--- src/rtl/pix_sched.sv ---
// Slideshow picture scheduler: auto-advances every DWELL_FRAMES frames, takes
// next/prev/pause keys, and applies every picture change on a frame boundary.
module pix_sched #(
   parameter int unsigned PIX_CNT      = 11,
   parameter int unsigned DWELL_FRAMES = 300,
   parameter int unsigned FCNT_W       = 10
) (
   input  logic       vga_clk,
   input  logic       sys_rst_n,
   input  logic       frame_start,
   input  logic       key_next,
   input  logic       key_prev,
   input  logic       key_pause,
   output logic [3:0] pix_num,
   output logic       pix_update,
   output logic       paused
);

   typedef enum logic {
      S_RUN,
      S_PAUSE
   } state_t;

   typedef enum logic [1:0] {
      REQ_NONE,
      REQ_NEXT,
      REQ_PREV
   } req_t;

   localparam logic [3:0]        PIX_LAST   = 4'(PIX_CNT - 1);
   localparam logic [FCNT_W-1:0] DWELL_LAST = FCNT_W'(DWELL_FRAMES - 1);

   state_t            state_q, state_d;
   req_t              pend_q, pend_d;
   logic [FCNT_W-1:0] fcnt_q, fcnt_d;
   logic [3:0]        pix_q, pix_d;
   logic              upd_q, upd_d;

   req_t              key_req;
   req_t              eff_req;
   logic [3:0]        pix_inc;
   logic [3:0]        pix_dec;

   always_ff @(posedge vga_clk) begin
      if (!sys_rst_n) begin
         state_q <= S_RUN;
         pend_q  <= REQ_NONE;
         fcnt_q  <= '0;
         pix_q   <= '0;
         upd_q   <= 1'b0;
      end else begin
         state_q <= state_d;
         pend_q  <= pend_d;
         fcnt_q  <= fcnt_d;
         pix_q   <= pix_d;
         upd_q   <= upd_d;
      end
   end

   always_comb begin
      key_req = REQ_NONE;
      if (key_next) begin
         key_req = REQ_NEXT;
      end else if (key_prev) begin
         key_req = REQ_PREV;
      end

      eff_req = (key_req != REQ_NONE) ? key_req : pend_q;
      pix_inc = (pix_q >= PIX_LAST) ? '0 : pix_q + 4'd1;
      pix_dec = (pix_q == '0) ? PIX_LAST : pix_q - 4'd1;

      state_d = state_q;
      if (key_pause) begin
         state_d = (state_q == S_RUN) ? S_PAUSE : S_RUN;
      end

      pend_d = pend_q;
      fcnt_d = fcnt_q;
      pix_d  = pix_q;

      // The frame decision uses state_q, so a coincident pause toggle only
      // affects later frames.
      if (frame_start) begin
         if (eff_req == REQ_NEXT) begin
            pix_d  = pix_inc;
            fcnt_d = '0;
            pend_d = REQ_NONE;
         end else if (eff_req == REQ_PREV) begin
            pix_d  = pix_dec;
            fcnt_d = '0;
            pend_d = REQ_NONE;
         end else if (state_q == S_RUN) begin
            if (fcnt_q == DWELL_LAST) begin
               pix_d  = pix_inc;
               fcnt_d = '0;
            end else begin
               fcnt_d = fcnt_q + 1'b1;
            end
         end
      end else if (key_req != REQ_NONE) begin
         pend_d = key_req;
      end

      upd_d = (pix_d != pix_q);
   end

   assign pix_num    = pix_q;
   assign pix_update = upd_q;
   assign paused     = (state_q == S_PAUSE);

endmodule

--- config.mk ---
export PLATFORM = sky130hd
export DESIGN_NAME = pix_sched
export DESIGN_NICKNAME = d
export VERILOG_FILES = /design/src/rtl/pix_sched.sv
export SDC_FILE = /design/constraint.sdc
export NUM_CORES = 1
export LEC_CHECK = 0
export ABC_AREA = 1
export BUFFER_PORTS_ARGS = -buffer_cell sky130_fd_sc_hd__buf_2
export CAP_MARGIN = 15
export CELL_PAD_IN_SITES_DETAIL_PLACEMENT = 0
export CELL_PAD_IN_SITES_GLOBAL_PLACEMENT = 2
export CORE_AREA = 4 4 70 72
export DETAILED_ROUTE_END_ITERATION = 10
export DIE_AREA = 0 0 74 76
export PLACE_DENSITY = 0.72
export SYNTH_ARGS = -nofsm -noshare
export SYNTH_HDL_FRONTEND = slang
export SYNTH_SLANG_ARGS = --single-unit
--- constraint.sdc ---
create_clock -name vga_clk -period 1.22 [get_ports vga_clk]
set_input_delay 0.244 -clock vga_clk [delete_from_list [all_inputs] [get_ports vga_clk]]
set_output_delay 0.244 -clock vga_clk [all_outputs]
set_load 0.01 [all_outputs]
# Word level (Yosys, flattened, before mapping)
# Index checks and enable logic that the tools add are counted.
[classes]
n_addsub = 3
multipliers = 0
div_mod_pow = 0
order_cmp = 1
n_eq_ne = 6
n_shift = 0
mux = 18
bitwise = 0
n_reduce_logical = 3
[ops]
columns = ["cell", "count"]
rows = [
  ["$mux 10", 4],
  ["$mux 4", 7],
  ["$mux 2", 6],
  ["$add 10x1->10 const B", 1],
  ["$eq 10x9->1 const B", 1],
  ["$ne 3x1->1 const B", 2],
  ["$add 4x1->4 const B", 1],
  ["$ge 4x4->1 const B", 1],
  ["$logic_not 4->1", 1],
  ["$ne 4x4->1", 1],
  ["$sub 4x1->4 const B", 1],
  ["$eq 2x1->1 const B", 1],
  ["$eq 2x2->1 const B", 1],
  ["$reduce_and 2->1", 1],
  ["$reduce_bool 2->1", 1],
  ["$mux 1", 1],
]
[totals]
register_bits = 18
latch_bits = 0
ramBits = 0
romBits = 0
input_bits = 6
output_inout_bits = 6
elab_cells = 36
memories = 0

# Logic depth before layout (Yosys ltp)
# Gate-level depths: netlist (run 1).
[depth]
word_depth = 9
mapped_depth = 12

# Worst setup path after synthesis (run 1)
# OpenSTA, ideal clock, no wires.
[synth_timing]
kind = "flip-flop to flip-flop"
startpoint = "reg pix_q[0] (netlist: pix_num[0])"
endpoint = "reg pix_q[1] (netlist: pix_num[1])"
setup_ns = 0.067
arrival_ns = 1.303
t_required_ns = 1.153
setup_slack_ns = -0.150
stages_incl_launch_ff = 12
path_buffers = 0
synth_period_minus_slack_ns = 1.370
path_cell_list = "dfxtp_1 -> inv_1 -> ha_1 -> inv_1 -> a21oi_1 -> nor2_1 -> nand2_1 -> nand3_1 -> nand2_1 -> nand2_1 -> nand2_1 -> nor2_1"
[synth_via]
elab_chain_cells = 7
word_cells_on_any_way = 11
[synth_rtl]
columns = ["item", "line_no", "text"]
rows = [
  ["start, declared", "36", "logic [3:0] pix_q, pix_d;"],
  ["start signal, assigned", "55", "pix_q <= pix_d;"],
  ["$add 4x1->4 / $ge 4x4->1 (equally long branches)", "69", "pix_inc = (pix_q >= PIX_LAST) ? '0 : pix_q + 4'd1;"],
  ["$mux 4", "69", ""],
  ["$mux 4", "93", "if (fcnt_q == DWELL_LAST) begin"],
  ["$mux 4", "92", "end else if (state_q == S_RUN) begin"],
  ["$mux 4", "88", "end else if (eff_req == REQ_PREV) begin"],
  ["$mux 4 (*)", "84", "if (eff_req == REQ_NEXT) begin"],
  ["$mux 4 (*)", "83", "if (frame_start) begin"],
]
# Every way passes the cells marked *; elsewhere a longest branch is shown, timed or not.
# A chain may end at the register's enable or synchronous reset.

# Worst setup path after layout (run 1)
[layout_timing]
startpoint = "reg fcnt_q[0]"
endpoint = "reg fcnt_q[6]"
[layout_via]
elab_chain_cells = 5
word_cells_on_any_way = 6
[layout_rtl]
columns = ["item", "line_no", "text"]
rows = [
  ["start, declared", "35", "logic [FCNT_W-1:0] fcnt_q, fcnt_d;"],
  ["start signal, assigned", "54", "fcnt_q <= fcnt_d;"],
  ["$add 10x1->10 / $eq 10x9->1 (equally long branches)", "97, 93", ""],
  ["$mux 10 (*)", "93", ""],
  ["$mux 10 (*)", "92", ""],
  ["$mux 10 (*)", "88", ""],
  ["$mux 10 (*)", "84", ""],
]
# Every way passes the cells marked *; elsewhere a longest branch is shown, timed or not. The select of a mux whose other input is x is not followed.

==> run summary, run 1 <==
status - finished, violations left
failing checks - setup timing
DR pass1 iterations - 4
register bit total from synthesis - 18
vias in the first global route - 1264
most frequent cells in the layout - 45 x nand2_1, 37 x buf_4, 20 x nor2_1
Most Used Layer, Global Route - met2
Synth Area per Inst - 6.28 um^2
Distinct cells, synth - 24
detailed-route DRC error count - 0
Sink Count - 18
Vert. Die Dim - 76 um
Diodes inserted - 0
fin crit share - 111%
dpl hpwl - 2470 um
yosys warns - 0
Seq/Total Area, Yosys - 31.2%
met1 usage in global routing - 16.4%
antenna violations before repair - 0
Mapped Cells - 184
# nets final - 250
GP Congestion - 0.872
Global Route Usage Sum - 12.6%
H-tree depth - 1
M3 GR Usage - 2.37%
max-slew violations - 0
worst hold slack - 239 ps
Post-CTS Hold Buffers - 0
Critical Path End Type - flop
Synthesized Nets - 194
FMAX - 0.738 GHz
ANT nets after route - 0
clock root buffer - clkbuf_8
fin crit period - 1350 ps
Clock transition at path regs - 70 ps
vias per cell - 4.53
share of layout cells above drive strength 1 - 45.2%
critical path launch point type - flop
I/O pins - 12
RSZ-0062 raised after global routing - true
Port-buffer cells - 11
Layout Utilization - 43.0%
Layout Skew - 3.49 ps
initial core utilization - 26.9%
share of the synthesized area in the top cell type - 31.2%
Die ar. - 5620 um^2
DP Cell Count - 275
commonest non-fill, non-tap cell in the layout - nand2_1
slew margin rel. - 77.9%
Crit Path Category - reg -> reg
Avg WL per Cell - 11.5 um
met2 Use GR - 20.5%
final hold vios - 0
peak supply drop - 0.436 mV
Critical Path AT - 1510 ps
Cell Pwr Density - 812 nW/um^2
endpoints failing setup - 15
static leakage - 0.000861 uW
total CTS buffers - 3
Die X - 74 um
WP data required - 1370 ps
drt first-iter violations - 47
first-pass GRT wire length - 5690 um
CTS tree - built
final worst slack - -135 ps
Mapped Area - 1150 um^2
DR vias - 1317
Skew-Pair Late Insertion Delay - 260 ps
max cap viols - 0
wirelength, routed - 3330 um
Rows - 24
top post-synthesis cells by area - dfxtp_1 31%, nand2_1 16%, nor2_1 8.5%
CP max FO - 6
largest area contributor in the netlist - dfxtp_1
area grow syn2layout - 59.8%
CTS Buffer Depth - 2
hold crit path type - in -> reg
Worst-Margin Slew - 329 ps
Core Area - 4290 um^2
Finished Layout Cells - 291
pin count of the biggest net entering global routing - 11
grt total ovfl - 0
[cell type report]
class | instances | area (um^2)
Clock buffer | 4 | 45.0
Fill cell | 454 | 2450
Inverter | 27 | 106
Multi-Input combinational cell | 140 | 895
Sequential cell | 18 | 379
Tap cell | 52 | 65.1
Timing Repair Buffer | 50 | 355
[final timing paths]
path | start | depth (start not counted) | slack (ps) | end
min | key_pause | 3 | 240 | paused
max | fcnt_q[0] | 10 | -130 | fcnt_q[6]
min reg2reg | pend_q[0] | 2 | 550 | pend_q[1]
max reg2reg | fcnt_q[0] | 10 | -130 | fcnt_q[6]
[metrics by stage]
stage	setup slack [ps]	instance area [um^2]	setup TNS [ps]	power, uW
detailed placement	-224	1510	-2140	994
global route	-275	1850	-2980	1600
finish	-135	1850	-1290	1500
CTS	-148	1680	-1400	1470
global placement	-195	1510	-1730	994
floorplan	-44.4	1180	-134	864
[worst max-delay path: stages, from the launching register on]
cell and delay [ps]:
dfxtp_4 370, ha_4 150, nand2_4 50, nor2_4 120, nand3_4 110, nand3_1 100
nand2_2 80, nand2_4 100, inv_2 50, nand2_1 80, a21oi_2 30
[routing by layer]
layer	part of all wire, %	vias up
li1	-	691
met1	45	600
met2	49	17
met3	3.9	9
met4	1.8	0
met5	0	-
[power breakdown]
group          switching (uW)  internal [uW]
Sequential               23.3            612
Clock                     210            232
Combinational             238            183
Total                     471           1030
[cell families after synthesis]
logic type                 share of synthesized area, %
buffers and inverters                              8.99
and+or+nand+nor                                    42.9
xor gates and xnor gates                           2.28
DFF                                                31.2
adders and majority gates                          4.33
AOI/OAI and AO/OA                                  10.3
[Yosys cell counts]
cell type and count:
nor3_1 4, nand2_2 3, o21ai_2 1, nand2_1 50, dfxtp_1 18, or2_1 1
o21ai_0 5, inv_1 20, nand2_4 2, nor2_2 2, xnor2_1 2, a21oi_1 12
inv_2 4, inv_4 1, o211ai_1 1, nand3_2 2, nand3b_1 1, a21oi_2 2
ha_1 4, xor2_1 1, nand4_1 2, clkinv_1 2, nor2_1 26, nand3_1 18
[registers in the layout (all words and copies together) (netlist names)]
name,cells
pix_update,1
pix_num,4
pend_q,2
fcnt_q,10
paused,1
[repair_timing]
action,CTS,global route
setup buffers,8,3
setup endpoints to repair,15,15
gates cloned,1,0
pin swaps,6,18
resized for setup,16,37
Power figures use the tool's default switching activity.
==> run 2: changes to the inputs <==
Settings changed: ABC_AREA 1 to unset, CORE_AREA 4 4 70 72 to 4 4 63 65, DIE_AREA 0 0 74 76 to 0 0 67 69, PLACE_DENSITY 0.72 to 0.71.
==> run 2 against run 1 <==
The flow still finishes with violations (setup timing). Final area decreased by 16%. Die area down 18%. Synthesized area shrank 11%. Synthesized cell count decreased by 36%. Via count shrank 19%. Hold slack got worse by 68 ps. First-iteration DRC count grew 13%. Critical endpoint is now pix_num[1].
==> run summary, run 2 <==
status - finished, violations left
failing checks - setup timing
Synthesized Nets - 127
Critical-path top delay cell - or4b_4
CP max FO - 3
final worst slack - -634 ps
CP max stage delay - 540 ps
Mapped Area - 1030 um^2
max FFs per register - 10
min-delay src - key_next
initial core utilization - 30.8%
fin crit share - 152%
DP Cell Count - 214
antenna violations before repair - 0
pin count of the biggest net entering global routing - 11
Worst Hold Endpoint - pend_q[1]
Die X - 67 um
Sink Count - 18
Die ar. - 4620 um^2
Core Area - 3340 um^2
detailed-route DRC error count - 0
Critical Path Start - fcnt_q[9]
Port-buffer cells - 11
top post-synthesis cells by area - dfxtp_1 35%, xor2_1 6.0%, nor2_1 5.1%
CTS tree - built
most frequent cell after synthesis - dfxtp_1
drt first-iter violations - 53
commonest non-fill, non-tap cell in the layout - buf_4
WP data required - 1450 ps
setup bufs post-CTS - 0
CP Cell Sequence - or4b_4 > nor4_4 > mux2i_1 > a221o_1 > a221oi_2
Hold Crit Depth - 2
first-pass GRT wire length - 4770 um
reg2reg setup slack - -630 ps
static leakage - 0.000674 uW
H-tree depth - 1
ANT nets after route - 0
# nets final - 183
Filler Cell Count - 333
Fin Setup TNS - -6850 ps
Post-CTS Hold Buffers - 0
endpoints failing setup - 15
number of synthesized flops with an enable pin - 0
CP bufs+invs - 0
Seq/Total Area, Yosys - 35.0%
RSZ-0062 raised after global routing - true
register bit total from synthesis - 18
peak supply drop - 0.494 mV
reg2reg start - fcnt_q[9]
yosys warns - 0
DR pass1 iterations - 4
Layout Utilization - 46.6%
Finished Layout Cells - 218
Critical Path AT - 2080 ps
DR vias - 1064
Worst Reg-to-Reg Cells - 5
GP Congestion - 0.841
FF-to-FF End - pix_num[1]
largest area contributor in the netlist - dfxtp_1
Skew-Pair Late Insertion Delay - 300 ps
FMAX - 0.539 GHz
dpl hpwl - 2090 um
Synth Area per Inst - 8.79 um^2
final hold vios - 0
Biggest register - fcnt_q
most common flop cell mapped by yosys - dfxtp_1
vias in the first global route - 1031
Crit Path Category - reg -> reg
vias per cell - 4.88
area grow syn2layout - 51.1%
hold crit path type - in -> reg
share of the synthesized area in the top cell type - 35.0%
Async S/R FF share, synth - 0%
top cell family by delay on the critical path - simple AND/OR/NAND/NOR gates
fin crit period - 1850 ps
I/O pins - 12
Vert. Die Dim - 69 um
max-slew violations - 0
most frequent cells after synthesis - 18 x dfxtp_1, 14 x nor2_1, 8 x nand2_1, 7 x xor2_1
clock root buffer - clkbuf_4
critical path launch point type - flop
Rows - 21
Global Route Usage Sum - 12.8%
grt total ovfl - 0
Critical Path End Type - flop
slew margin rel. - 74.8%
Cell Pwr Density - 877 nW/um^2
most frequent cells in the layout - 37 x buf_4, 14 x nor2_1, 13 x dfxtp_1
Diodes inserted - 0
Avg WL per Cell - 12.3 um
total CTS buffers - 3
Clock transition at path regs - 120 ps
Layout Skew - 6.52 ps
share of layout cells above drive strength 1 - 43.0%
Distinct cells, synth - 37
max cap viols - 0
wirelength, routed - 2690 um
Worst-Margin Slew - 368 ps
Mapped Cells - 117
CTS Buffer Depth - 2
## run 2: cell types whose count changed in the layout (fill, tap and decap cells not counted), moves of 4 or more
cell	previous run	this run
inv_2	10	0
o31ai_1	0	5
nand2_2	6	0
nor2_2	4	0
nor2_4	4	0
xnor2_1	2	6
inv_1	14	5
nand3_4	4	0
xor2_1	1	7
nor2_1	20	14
a21oi_1	11	4
nand3_1	13	5
nand2_1	45	8
nand2_4	4	0
## run 2: metal layers
layer  share of wire, %  global-route usage (%)  vias up
li1                   -                       -      540
met1                 49                    18.8      503
met2                 46                    18.9       19
met3                3.4                    1.46        2
met4               0.89                    4.73        0
met5                  0                       0        -
## run 2: area by class of cell
cell class	count	area (um^2)	share of cell area, %
inverters	6	22.5	1.45
flip-flops and latches	18	369	23.8
repair buffers	53	389	25.0
well taps	46	57.6	3.70
multi-input cells	91	679	43.7
clock buffers	4	36.3	2.33
## run 2: worst reg2reg max path: stages (launching register included)
cell	delay (ps)
dfxtp_1	330
or4b_4	540
nor4_4	240
mux2i_1	130
a221o_1	340
a221oi_2	200
## run 2: how the worst max path moves through the flow
| stage | to | slack, ps | cells after the start |
|---|---|---|---|
| 2_1_floorplan | pix_num[1] | -630 | 5 |
| 3_3_place_gp | pix_num[1] | -560 | 5 |
| 3_5_place_dp | pix_num[1] | -640 | 7 |
| 4_1_cts | pix_num[1] | -640 | 5 |
| 5_1_grt | pix_num[1] | -710 | 5 |
| 6_report | pix_num[1] | -630 | 5 |
## run 2: cells by family (layout without fill, tap and decap cells)
logic type	count (synthesis)	count (layout)	share of synthesized area [%]
AO/OA/AOI/OAI	26	26	18.5
XOR/XNOR	13	13	11.1
adder cells (fa/ha/maj)	4	4	4.87
buffers and inverters	8	63	2.92
flip-flops	18	18	35.0
multiplexers	2	2	1.95
AND/OR/NAND/NOR	46	46	25.7
## run 2: stage by stage
stage                     hold slack, ps  power [uW]  setup slack (ps)  cell area [um^2]
after floorplan                      327         795              -634              1030
after global placement               489         959              -559              1460
after detailed placement             504         964              -639              1460
after CTS                            161        1360              -640              1530
after global routing                 171        1430              -709              1550
final                                171        1360              -634              1550
## run 2: report_power, final
part / internal, uW / total (uW) / leakage [uW] / switching (uW)
combinational: 180 / 349 / 0.000505 / 169
sequential: 612 / 627 / 0.000149 / 15.1
clock: 182 / 388 / 0.0000210 / 206
## run 2: what timing repair did
item	4_1_cts	5_1_grt
pin swaps	4	0
gates resized for setup	9	7
setup endpoints to repair	17	19
==> run 3: changes to the inputs <==
==> constraint.sdc (replaced) <==
create_clock -name vga_clk -period 1.22 [get_ports vga_clk]
set_input_delay 0.122 -clock vga_clk [delete_from_list [all_inputs] [get_ports vga_clk]]
set_output_delay 0.122 -clock vga_clk [all_outputs]
set_load 0.01 [all_outputs]
==> run 3 against run 2 <==
The run still ends with setup timing left. Clock power about the same. Setup slack improved by 17 ps. Flip-flop and latch count unchanged. Core utilization decreased by 0.52 points. Via count decreased by 6.0%. Critical endpoint unchanged. Highest routed layer unchanged.
==> run summary, run 3 (synthesis results as in run 2) <==
Port-buffer cells - 11
endpoints failing setup - 15
final instance area - 1540 um^2
internal power - 967 uW
fin crit share - 151%
CTS tree - built
Worst-Margin Slew - 479 ps
Clock transition at path regs - 120 ps
CP max FO - 3
status - finished, violations left
wirelength, routed - 2580 um
detailed-route DRC error count - 0
final hold vios - 0
Crit Path Category - reg -> reg
GP Congestion - 0.842
DP Cell Count - 214
H-tree depth - 1
DP Area - 1460 um^2
Die X - 67 um
vias per cell - 4.59
peak supply drop - 0.528 mV
Filler Cell Count - 342
Core Area - 3340 um^2
hold crit path type - in -> reg
# nets final - 183
Diodes inserted - 0
failing checks - setup timing
Critical Path End Type - flop
vias in the first global route - 1020
combinational power share - 25.0%
max-slew violations - 0
fin crit period - 1840 ps
worst hold slack - 56.8 ps
commonest non-fill, non-tap cell in the layout - buf_4
Layout Utilization - 46.0%
first-pass GRT wire length - 4550 um
Net Sw Frac - 28.5%
Die ar. - 4620 um^2
Finished Layout Cells - 218
slew margin rel. - 67.9%
pin count of the biggest net entering global routing - 11
Cell Pwr Density - 880 nW/um^2
critical path launch point type - flop
Avg WL per Cell - 11.8 um
drt first-iter violations - 46
static leakage - 0.000671 uW
DR pass1 iterations - 4
NetSw - 386 uW
share of layout cells above drive strength 1 - 41.9%
final worst slack - -617 ps
area of the multi-input gates - 678 um^2
Vert. Die Dim - 69 um
setup bufs post-CTS - 0
WP data required - 1440 ps
Biggest register - fcnt_q
Skew-Pair Late Insertion Delay - 300 ps
Global Route Usage Sum - 12.4%
RSZ-0062 raised after global routing - true
Rows - 21
most frequent cells in the layout - 40 x buf_4, 15 x dfxtp_1, 14 x nor2_1
storage element area - 364 um^2
FMAX - 0.544 GHz
CTS Buffer Depth - 2
area grow syn2layout - 49.4%
I/O pins - 12
Sink Count - 18
clock root buffer - clkbuf_4
initial core utilization - 30.8%
max cap viols - 0
max FFs per register - 10
DR vias - 1000
Clock Power Share - 28.8%
dpl hpwl - 2120 um
Layout Skew - 2.85 ps
Post-CTS Hold Buffers - 0
ANT nets after route - 0
total CTS buffers - 3
grt total ovfl - 0
Critical Path AT - 2060 ps
antenna violations before repair - 0
Reg power frac - 46.2%
-- run 3: cell counts in the layout (fill, tap and decap cells not counted) --
No cell type changed its count.
-- run 3: power by group through the flow --
stage	sequential, uW	clock [uW]	combinational (uW)
finish	625	390	338
CTS	625	396	339
global placement	637	0	320
floorplan	653	0	143
detailed placement	637	0	325
global route	629	423	375
-- run 3: cell type report --
class                      instances  share of cell area, %
multi-input combinational         91                   44.1
clock buffer                       4                   2.36
timing repair buffer              53                   24.6
sequential                        18                   23.7
tap                               46                   3.75
inverter                           6                   1.47
-- run 3: per-stage QoR --
step                total power, uW  setup TNS [ps]  setup slack [ps]
detailed placement              962           -6810              -647
floorplan                       795           -6700              -634
global placement                956           -6510              -559
global route                   1430           -8210              -676
CTS                            1360           -7020              -639
finish                         1350           -6490              -617
-- run 3: repair_timing --
item                       4_1_cts  5_1_grt
resized for setup                8        3
pin swaps                        3        0
setup endpoints to repair       16       16
-- run 3: critical path, cell delays in order, from the launching register on --
cell,delay (ps)
dfxtp_1,330
or4b_4,550
nor4_4,220
mux2i_1,120
a221o_1,340
a221oi_2,210
-- run 3: path summary, 6_finish.rpt --
path / startpoint / depth (start not counted) / to / slack [ps]
hold / removal: key_next / 2 / pend_q[1] / 60
setup / recovery: fcnt_q[9] / 5 / pix_num[1] / -620
hold reg to reg: fcnt_q[7] / 2 / fcnt_q[7] / 610
setup reg to reg: fcnt_q[9] / 5 / pix_num[1] / -620
-- run 3: routing by layer --
layer  up-vias  global-route usage, %  wire length [um]
met5         -                      0                 0
met2        10                   18.1              1130
met1       452                   18.0              1370
met4         0                   4.95                27
li1        536                      -                 -
met3         2                   1.62                59
